<file path="src/rtl/traffic_junction_ctrl.sv">
// N-way round-robin junction controller: way 0 rests green, side demand is served with
// min/max green, then yellow and all-red clearance. Define PED_REQ_EN for the pedestrian walk phase.
module traffic_junction_ctrl #(
  parameter int unsigned NUM_WAYS    = 4,
  parameter int unsigned TIMER_W     = 8,
  parameter int unsigned MIN_GREEN   = 8,
  parameter int unsigned MAX_GREEN   = 32,
  parameter int unsigned YELLOW_CYC  = 3,
  parameter int unsigned ALL_RED_CYC = 2,
  parameter int unsigned WALK_CYC    = 10
) (
  input  logic                clk,
  input  logic                rst,
  input  logic [NUM_WAYS-1:0] demand,
`ifdef PED_REQ_EN
  input  logic                ped_req,
  output logic                walk,
`endif
  output logic [NUM_WAYS-1:0] green,
  output logic [NUM_WAYS-1:0] yellow,
  output logic [NUM_WAYS-1:0] red,
  output logic [2:0]          active_way,
  output logic [1:0]          state
);

  localparam int unsigned WAY_W = 3;

  typedef enum logic [1:0] {
    ST_GREEN   = 2'd0,
    ST_YELLOW  = 2'd1,
    ST_ALL_RED = 2'd2,
    ST_WALK    = 2'd3
  } phase_t;

  phase_t              phase_q, phase_d;
  logic [WAY_W-1:0]    way_q, way_d;
  logic [WAY_W-1:0]    next_q, next_d;
  logic [TIMER_W-1:0]  cnt_q, cnt_d;
  logic [NUM_WAYS-1:0] pend_q, pend_d;
  logic [NUM_WAYS-1:0] way_mask;
  logic [NUM_WAYS-1:0] grant_mask;
  logic                demand_k;
  logic                other;
  logic                grant;
  logic                ped_go;

  // First pending way after k in round-robin order, excluding k; way 0 when none.
  function automatic logic [WAY_W-1:0] rr_search(input logic [WAY_W-1:0] k,
                                                input logic [NUM_WAYS-1:0] p);
    logic [WAY_W-1:0]    r;
    logic                found;
    logic [NUM_WAYS-1:0] sh;
    int unsigned         idx;
    r     = '0;
    found = 1'b0;
    for (int unsigned i = 1; i < NUM_WAYS; i++) begin
      idx = (32'(k) + i) % NUM_WAYS;
      sh  = p >> idx;
      if (!found && sh[0]) begin
        r     = WAY_W'(idx);
        found = 1'b1;
      end
    end
    return r;
  endfunction

  assign way_mask   = NUM_WAYS'(1) << way_q;
  assign grant_mask = NUM_WAYS'(1) << next_q;
  assign demand_k   = |(demand & way_mask);
  assign other      = (|(pend_q & ~way_mask)) | (way_q != '0) | ped_go;

`ifdef PED_REQ_EN
  logic ped_q;
  logic walk_entry;

  assign ped_go     = ped_q;
  assign walk_entry = (phase_q == ST_YELLOW) && (phase_d == ST_WALK);

  // Pedestrian request latch; the request is consumed when WALK starts.
  always_ff @(posedge clk) begin
    if (rst) begin
      ped_q <= 1'b0;
    end else if (walk_entry) begin
      ped_q <= 1'b0;
    end else if (ped_req) begin
      ped_q <= 1'b1;
    end
  end
`else
  assign ped_go = 1'b0;
`endif

  // Phase sequencing; next_way is fixed when green ends, applied when all-red ends.
  always_comb begin
    phase_d = phase_q;
    way_d   = way_q;
    next_d  = next_q;
    grant   = 1'b0;
    case (phase_q)
      ST_GREEN: begin
        if ((cnt_q >= TIMER_W'(MIN_GREEN - 1)) && other &&
            (!demand_k || (cnt_q >= TIMER_W'(MAX_GREEN - 1)))) begin
          phase_d = ST_YELLOW;
          next_d  = rr_search(way_q, pend_q);
        end
      end
      ST_YELLOW: begin
        if (cnt_q >= TIMER_W'(YELLOW_CYC - 1)) begin
          phase_d = ped_go ? ST_WALK : ST_ALL_RED;
        end
      end
      ST_WALK: begin
        if (cnt_q >= TIMER_W'(WALK_CYC - 1)) begin
          phase_d = ST_ALL_RED;
        end
      end
      ST_ALL_RED: begin
        if (cnt_q >= TIMER_W'(ALL_RED_CYC - 1)) begin
          phase_d = ST_GREEN;
          way_d   = next_q;
          grant   = 1'b1;
        end
      end
    endcase
  end

  // Phase timer clears on any phase change and saturates at all-ones.
  assign cnt_d = (phase_d != phase_q) ? '0 :
                 (&cnt_q)             ? cnt_q : cnt_q + TIMER_W'(1);

  // The green way's own demand is ignored; demand in the grant cycle is dropped.
  assign pend_d = (pend_q | (demand & ~((phase_q == ST_GREEN) ? way_mask : '0)))
                  & ~(grant ? grant_mask : '0);

  always_ff @(posedge clk) begin
    if (rst) begin
      phase_q <= ST_GREEN;
      way_q   <= '0;
      next_q  <= '0;
      cnt_q   <= '0;
      pend_q  <= '0;
    end else begin
      phase_q <= phase_d;
      way_q   <= way_d;
      next_q  <= next_d;
      cnt_q   <= cnt_d;
      pend_q  <= pend_d;
    end
  end

  // Moore lamp decode of the registered phase and way.
  always_comb begin
    green  = '0;
    yellow = '0;
    if (phase_q == ST_GREEN)  green  = way_mask;
    if (phase_q == ST_YELLOW) yellow = way_mask;
    red        = ~(green | yellow);
    active_way = way_q;
    state      = phase_q;
  end

`ifdef PED_REQ_EN
  assign walk = (phase_q == ST_WALK);
`endif

endmodule

</file>
<file path="config.mk">
export PLATFORM = sky130hd
export DESIGN_NAME = traffic_junction_ctrl
export DESIGN_NICKNAME = d
export VERILOG_FILES = /design/src/rtl/traffic_junction_ctrl.sv
export SDC_FILE = /design/constraint.sdc
export NUM_CORES = 1
export LEC_CHECK = 0
export ABC_AREA = 1
export CAP_MARGIN = 20
export CORE_UTILIZATION = 56
export DETAILED_ROUTE_END_ITERATION = 10
export PLACE_DENSITY = 0.84
export SETUP_SLACK_MARGIN = 0.05
export SYNTH_ARGS = -nofsm -noshare
export SYNTH_HDL_FRONTEND = slang
export SYNTH_SLANG_ARGS = --single-unit
</file>
<file path="constraint.sdc">
create_clock -name clk -period 4.95 [get_ports clk]
set_input_delay 0.99 -clock clk [delete_from_list [all_inputs] [get_ports clk]]
set_output_delay 0.99 -clock clk [all_outputs]
set_load 0.02 [all_outputs]
</file>
* Word level (Yosys, flattened, before mapping)
Cells that the tools add are included.
** Cells by class
- Add/subtract/negate cells :: 4
- Reductions and logical operators :: 16
- Muxes and demuxes :: 19
- Order comparisons :: 5
- Eq/ne operators :: 4
- Shifts and indexed selects :: 5
- Bitwise operators :: 11
** Operators with widths (count)
- 4-bit AND :: 4
- 4-bit NOT :: 4
- 4-bit two-way mux :: 3
- 4-bit by 2-bit >> shifter with 1-bit output :: 3
- 2-bit two-way mux :: 5
- 8-bit by 1-bit adder with 8-bit output (second input constant) :: 1
- 8-bit by 1-bit greater-or-equal comparator with 1-bit output (second input constant) :: 1
- 8-bit by 2-bit greater-or-equal comparator with 1-bit output (second input constant) :: 1
- 8-bit by 3-bit greater-or-equal comparator with 1-bit output (second input constant) :: 1
- 8-bit by 4-bit greater-or-equal comparator with 1-bit output (second input constant) :: 1
- 8-bit by 5-bit greater-or-equal comparator with 1-bit output (second input constant) :: 1
- 1-bit two-way mux :: 8
- 4-bit OR :: 2
- 2-bit one-hot mux with 4 select lines :: 1
- 8-bit AND reduction :: 1
- 4-bit OR reduction :: 2
- 1-bit by 3-bit << shifter with 4-bit output (first input constant) :: 2
- 3-bit two-way mux :: 2
- 2-bit adder (second input constant) :: 2
- 2-bit == test (second input constant) :: 2
- 1-bit logical AND :: 4
- 2-bit AND reduction :: 2
- 1-bit logical NOT :: 3
- 3-bit nonzero test :: 1
- other kinds (7) :: 7
** Word-level totals
- Input bits :: 6
- Bits in registers :: 20
- Word-level logic and storage cells :: 69
- Output and inout port bits :: 17

* Longest topological paths before layout
- Word-level depth :: 17
- Gate-level depth with buffers :: 12
- Gate-level depth less buffers :: 11

* Worst setup path before layout
No wires, ideal clock.
- Path kind :: flip-flop to output port
- Start :: register way_q[0], in the netlist active_way[0]
- End :: output port red[0]
- Stages on the path, launching flop included :: 7
- Path buffers :: 1
- Path slack :: 2.454 ns
- Arrival time :: 1.506 ns
- Required time :: 3.960 ns
- Path through :: dfxtp_1 -> buf_2 -> inv_1 -> ha_1 -> inv_1 -> nor2_1 -> nor2_1
** Between the ends
- Longest elaborated chain between the ends :: 4
- Elaborated cells between the ends (all ways) :: 5
- Classes of those cells :: shift: 1; mux: 2; bitwise: 2
** Ends and longest elaborated chain
- start: declaration :: line 36 : logic [WAY_W-1:0] way_q, way_d;
- start signal: assignment :: line 144 : way_q <= way_d;
- 1-bit by 3-bit << shifter with 4-bit output :: line 67 : assign way_mask = NUM_WAYS'(1) << way_q;
- 4-bit two-way mux :: line 155 : if (phase_q == ST_GREEN) green = way_mask;
- via green[0] :: line 19 : output logic [NUM_WAYS-1:0] green,
- 4-bit OR :: line 157 : red = ~(green | yellow);
- 4-bit NOT :: line 157
- end: declaration :: line 21 : output logic [NUM_WAYS-1:0] red,
The timed path passes the listed nets, and every way through them passes these cells.

* Worst setup path after layout
- Start :: register way_q[0], in the netlist active_way[0]
- End :: output port red[0]
** Between the ends
- Longest elaborated chain between the ends :: 4
- Elaborated cells between the ends (all ways) :: 5
- Classes of those cells :: shift: 1; mux: 2; bitwise: 2
** Ends and longest elaborated chain (line)
- 1-bit by 3-bit << shifter with 4-bit output * :: 67
- 4-bit two-way mux (on tied branches) :: 155, 156
- 4-bit OR * :: 157
- 4-bit NOT * :: 157
Mark *: on every way between the ends. The rest lies on a longest branch, timed or not.

==> flow_summary.toml <==
[critical_path]
arrival_ps = 2150
reg2reg_from = "active_way[0]"
cp_max_fo = 11
crit_slowest_cell = "clkdlybuf4s50_1"
end_kind = "output port"
worstPathCellList = "inv_1 -> ha_1 -> inv_1 -> nor2_1 -> nor2_1 -> clkdlybuf4s50_1"
crit_path_start = "active_way[0]"
cp_slowest_stage_delay_ps = 600
crit_required_ps = 3960
critPathCapture = "red[0]"
r2r_cells = 10
critPathKind = "reg -> out"
timing.rr.end = "cnt_q[5]"
start_kind = "flop"
rrSetupSlack_ps = 3120

[logic_synthesis]
yosysSeqAreaShare = 0.274
synth_cell_type_count = 28
synth_nets = 218
synth_area_sq_mm = 0.00132
synth_compound_area_frac = 0.118
synth_mux_area_frac = 0
synth_xor_area_frac = 0.0400
synthSimpleGateAreaFrac = 0.379
yosysWarnings = 0
synthAdderAreaFrac = 0.0761
yosys.area.top_type = "dfxtp_1"
synth.top_cell.area_share = 0.274
synthCells = 204
synth_area_leaders = "dfxtp_1 27%, nand2_1 14%, inv_1 9.1%"
synth_top_family_by_area = "simple AND/OR/NAND/NOR gates"
synth_seq_cells = 18
syn_area_per_cell_sq_um = 6.45

[detailed_routing]
first_pass_iters = 4
routedWlPerCell_um = 11.5
ant_nets = 0
drc = 0
first_iter_violations = 38
vias = 1298
wirelength_mm = 2.90
viasPerCell = 5.13

[flow_run]
drv_cap = 0

[finish]
nets = 241
nFillCells = 191
final_cell_mix = "50 x nand2_1, 32 x inv_1, 30 x nor2_1"
layout_commonest_cell = "nand2_1"
final_cells = 253
drive_gt1_frac = 0.0933
num_antenna_cells = 0
area_growth_pct = 19.1

[worst_hold_path]
hold_class = "reg -> reg"
hold_path_depth = 2

[placed_design]
gp_congestion = 0.871
place_hpwl_mm = 2.30
port_buffers = 21
dp.cells = 250
dp_slack_ps = 2160

[floorplanning]
die-width_um = 50.5
core_area_sq_mm = 0.00221
rows = 17
dieArea_sq_mm = 0.00255
die_h_um = 50.5
io_pins = 23
initial_core_util = 0.594

[clock_network]
cts_buffers = 3
clock_latency_ps = 290
h-tree-depth = 1
cts.path.max_buffers = 2
cts_root_buf = "clkbuf_4"
cts_tree = "yes"
post_cts_buffers = 0
cts_sinks = 18
cts.clk_slew.worst_paths_ps = 100
cts_hold_buf = 0
post_cts_resized = 0

[grt]
grt_pass1_wl_mm = 5.10
grt_pass1_vias = 1227
grt_overflow = 0
grt_max_degree = 12
track_usage = 0.262
antenna_found_initial = 0

[power]
total_leakage_power_uw = 0.000717
p_per_area_mw_per_mm2 = 170
ir_worst_vdd_v = 0.000146

[timing]
tns_ps = 0
min_period_ps = 3140
fin_ws_ps = 1810
drv_slew = 0
timing.fmax_mhz = 319
rsz0062_at_grt = "no"
setup_viol = 0
skew_ps = 11.5
hold_viol_final = 0
period_share = 0.634

[run_status]
status = "complete, no violations"
-- area by class of cell --
class / instances / area (sq um) / area share
multi-input cells: 149 / 810 / 0.517
flip-flops and latches: 18 / 360 / 0.230
repair buffers: 21 / 210 / 0.134
inverters: 34 / 129 / 0.0823
well taps: 28 / 35.0 / 0.0224
clock buffers: 3 / 22.5 / 0.0144
-- per-layer routing --
metal / part of all wire / GRT usage / wire length, um
met1: 0.44 / 0.330 / 1290
met2: 0.49 / 0.453 / 1410
met3: 0.053 / 0.0364 / 155
met4: 0.015 / 0.0926 / 44
met5: 0 / 0 / 0
-- cell usage after synthesis --
master and count:
nand4_1 2, inv_1 32, a21oi_1 11, a31oi_1 1, nand3_4 2, nor2_2 7
o21ai_2 1, buf_2 1, clkbuf_1 1, nor3b_2 1, clkinv_1 1, o211ai_1 1
nor2_4 3, nand2_1 50, o21ai_0 11, clkinv_2 1, dfxtp_1 18, ha_1 8
nand3_1 7, xor2_1 3, o21ai_1 3, nor2_1 30, o21a_1 1, buf_4 1
xnor2_1 3, conb_1 1, nand2_2 2, nand4_2 1
-- kinds of logic (layout without fill, tap and decap cells) --
kind of cell,Yosys count,in the layout
adders and majority gates,8,8
DFF,18,18
and+or+nand+nor,105,105
xor gates and xnor gates,6,6
AOI/OAI and AO/OA,29,29
buffers and inverters,37,58
other,1,1
-- per-stage QoR --
stage	power [uW]	utilization	hold WS [ps]	instance area, sq um
finish	266	0.708	531	1570
global route	282	0.708	563	1570
CTS	269	0.708	528	1570
detailed placement	198	0.698	516	1540
global placement	197	0.698	493	1540
floorplan	187	-	472	1320
-- state kept, by name, indices dropped and copies added (netlist names) --
| signal | cells |
|---|---|
| state | 2 |
| pend_q | 4 |
| cnt_q | 8 |
| active_way | 2 |
| next_q | 2 |
-- power by group --
group | leakage [uW] | internal, uW | switching [uW]
combinational | 0.000556 | 17.3 | 24.3
clock | 0.0000138 | 28.3 | 42.8
sequential | 0.000147 | 149 | 4.75
total | 0.000717 | 194 | 71.8
-- worst min-delay path by stage --
stage | start | end | slack, ps
detailed placement | next_q[1] | next_q[1] | 520
finish | next_q[1] | next_q[1] | 530
global route | next_q[1] | next_q[1] | 560
floorplan | next_q[1] | pend_q[1] | 470
CTS | next_q[1] | next_q[1] | 530
global placement | next_q[1] | next_q[1] | 490
-- worst max-delay path, delay by kind of cell (launching register included) --
family	cells	cell delay, ps
fa+ha+maj	1	260
buf+inv	3	870
flops	1	540
simple gates	2	170
(Power assumes the default switching activity.)
==> RTL edit (config.mk and constraints unchanged) <==
`NUM_WAYS`: 4 -> 5.
--- a/src/rtl/traffic_junction_ctrl.sv
+++ b/src/rtl/traffic_junction_ctrl.sv
@@ -3,3 +3,3 @@
 module traffic_junction_ctrl #(
-  parameter int unsigned NUM_WAYS    = 4,
+  parameter int unsigned NUM_WAYS    = 5,
   parameter int unsigned TIMER_W     = 8,
Ports: changed (resized demand, green, red and yellow); port bits go from 23 to 27. No check against the original RTL was run, so the function may have changed too.
==> RTL edit against the original RTL <==
- sequential share of layout area decreased by 9.0 points
- cell area increased by 92%
- routed wire length increased by 150%
- sequential cell count increased by 3
- worst setup slack got worse by 700 ps
- critical path type unchanged
- power increased by 33%
- synthesized cell count increased by 110%
- area after synthesis increased by 100%
- hold slack got worse by 12 ps
==> RTL edit: results (changes against the original RTL) <==
Critical path:
- The top fanout value on the critical path was 20 (was 11).
- The worst flop-to-flop path startpoint was active_way[1] (was active_way[0]).
- The maximum cell stage delay along the critical path is 620 ps (was 600 ps).
- The setup slack of the most critical reg-to-reg path is 1220 ps (was 3120 ps).
- The arrival time of the worst setup path came to 2850 ps (was 2150 ps).
- The path depth of the worst reg2reg path is 22 (was 10).

Drt:
- The number of DRC violations after detailed-routing iteration 0 came to 195 (was 38).
- The detail-routed via count per cell is 5.71 (was 5.13).
- The overall routed net length came to 7150 um (was 2900 um).
- The number of iterations in the first detailed-routing pass is 5 (was 4).

Synthesis:
- The post-synthesis net count is 470 (was 218).
- The adder and majority gate portion of the synthesized area was 0.128 (was 0.0761).
- The fraction of the mapped netlist area in compound gates is 0.143 (was 0.118).
- Top cells by area, synth: sky130_fd_sc_hd__dfxtp_1 (16%), sky130_fd_sc_hd__nand2_1 (13%), sky130_fd_sc_hd__ha_1 (13%), sky130_fd_sc_hd__inv_1 (11%), sky130_fd_sc_hd__nand3_1 (9.5%) (was sky130_fd_sc_hd__dfxtp_1 (27%), sky130_fd_sc_hd__nand2_1 (14%), sky130_fd_sc_hd__inv_1 (9.1%), sky130_fd_sc_hd__nor2_1 (8.6%), sky130_fd_sc_hd__ha_1 (7.6%)).
- The proportion of synthesized chip area in sequential cells is 0.159 (was 0.274).
- The share of the synthesized netlist area taken by xor and xnor gates is 0.0199 (was 0.0400).
- The count of unique library cells instantiated by Yosys is 39 (was 28).

Layout:
- The share of layout cells above drive strength 1 is 0.104 (was 0.0933).
- The number of fill cells in the layout is 412 (was 191).

Worst hold path:
- The origin of the worst min-delay path is cnt_q[1] (was next_q[1]).
- The destination of the worst hold path is cnt_q[1] (was next_q[1]).

Clock network:
- The cell at the root of the clock tree is sky130_fd_sc_hd__clkbuf_8 (was sky130_fd_sc_hd__clkbuf_4).
- The clock latency at the later pin of the worst-skew pair is 270 ps (was 290 ps).

Global route:
- The via count of the first global-routing pass is 2,723 (was 1,227).
- The number of antenna violations at the first check in global routing is 0 (unchanged).
- The total routing usage reported by global routing came to 0.298 (was 0.262).
- The pin count of the biggest net entering global routing is 21 (was 12).
- The wire length of the first global-routing pass was 12,200 um (was 5100 um).

Power:
- The static leakage was 1.42 nW (was 0.717 nW).
- The net switching power of the design is 0.000102 W (was 0.0000718 W).
- The worst IR drop on VDD was 105 uV (was 146 uV).

Outcome:
- Result of the run: complete, no violations (unchanged).

Place:
- The count of input and output buffers is 26 (was 21).
- The weighted congestion at the end of routability-driven global placement is 0.965 (was 0.871).

Timing:
- The worst hold slack is 519 ps (was 531 ps).
[RTL edit: cell types whose count changed in the layout (fill, tap and decap cells not counted), sizes merged, moves of 4 or more]
cell           delta
a21oi            +13
clkdlybuf4s50     +5
ha               +19
inv              +51
nand2            +61
nand3            +48
nand4            +11
o21ai             +7
o22ai             +4
[RTL edit: layout make-up]
class / count / share of cell area
Inverter: 84 / 0.105
Clock buffer: 3 / 0.0138
Clock inverter: 1 / 0.00167
Multi-Input combinational cell: 327 / 0.629
Timing Repair Buffer: 27 / 0.0892
Sequential cell: 21 / 0.140
Tap cell: 52 / 0.0217
[RTL edit: layer usage]
layer / wire (um) / up-vias / track usage
li1: - / 1474 / -
met1: 3190 / 1342 / 0.390
met2: 3440 / 114 / 0.524
met3: 430 / 10 / 0.0328
met4: 90 / 0 / 0.0778
met5: 0 / - / 0
[RTL edit: cells by family (layout without fill, tap and decap cells)]
family          Yosys count  after routing
compound gates           63             63
xor+xnor                  6              6
fa+ha+maj                27             27
buf+inv                  88            115
flops                    21             21
simple gates            231            231
[RTL edit: worst max-delay path by stage]
stage	slack, ps	startpoint	end	depth (start not counted)
4_1_cts	1240	active_way[1]	next_q[2]	22
3_3_place_gp	1400	active_way[1]	next_q[2]	22
5_1_grt	860	active_way[1]	next_q[2]	22
6_report	1110	active_way[0]	green[2]	8
2_1_floorplan	1550	active_way[0]	next_q[2]	23
3_5_place_dp	1290	active_way[1]	next_q[2]	22
[RTL edit: stage by stage]
step,area [um^2],cells,setup slack [ps],utilization
after detailed placement,2960,511,1290,0.665
after floorplan,2640,436,1550,-
after CTS,3000,515,1240,0.675
after global routing,3000,515,857,0.675
final,3000,515,1110,0.675
after global placement,2960,511,1400,0.665
[RTL edit: worst max-delay path: cells and delay by family (launching register included)]
family                     cells  cell delay [ps]
adders and majority gates      1              320
buffers and inverters          5             1480
DFF                            1              300
and+or+nand+nor                2              470
[RTL edit: power by group through the flow]
| stage | combinational (W) | clock [W] | sequential, W |
|---|---|---|---|
| 6_report | 0.0000563 | 0.000120 | 0.000178 |
| 5_1_grt | 0.0000639 | 0.000127 | 0.000179 |
| 4_1_cts | 0.0000555 | 0.000119 | 0.000178 |
| 3_5_place_dp | 0.0000550 | 0 | 0.000182 |
| 3_3_place_gp | 0.0000537 | 0 | 0.000182 |
| 2_1_floorplan | 0.0000393 | 0 | 0.000181 |
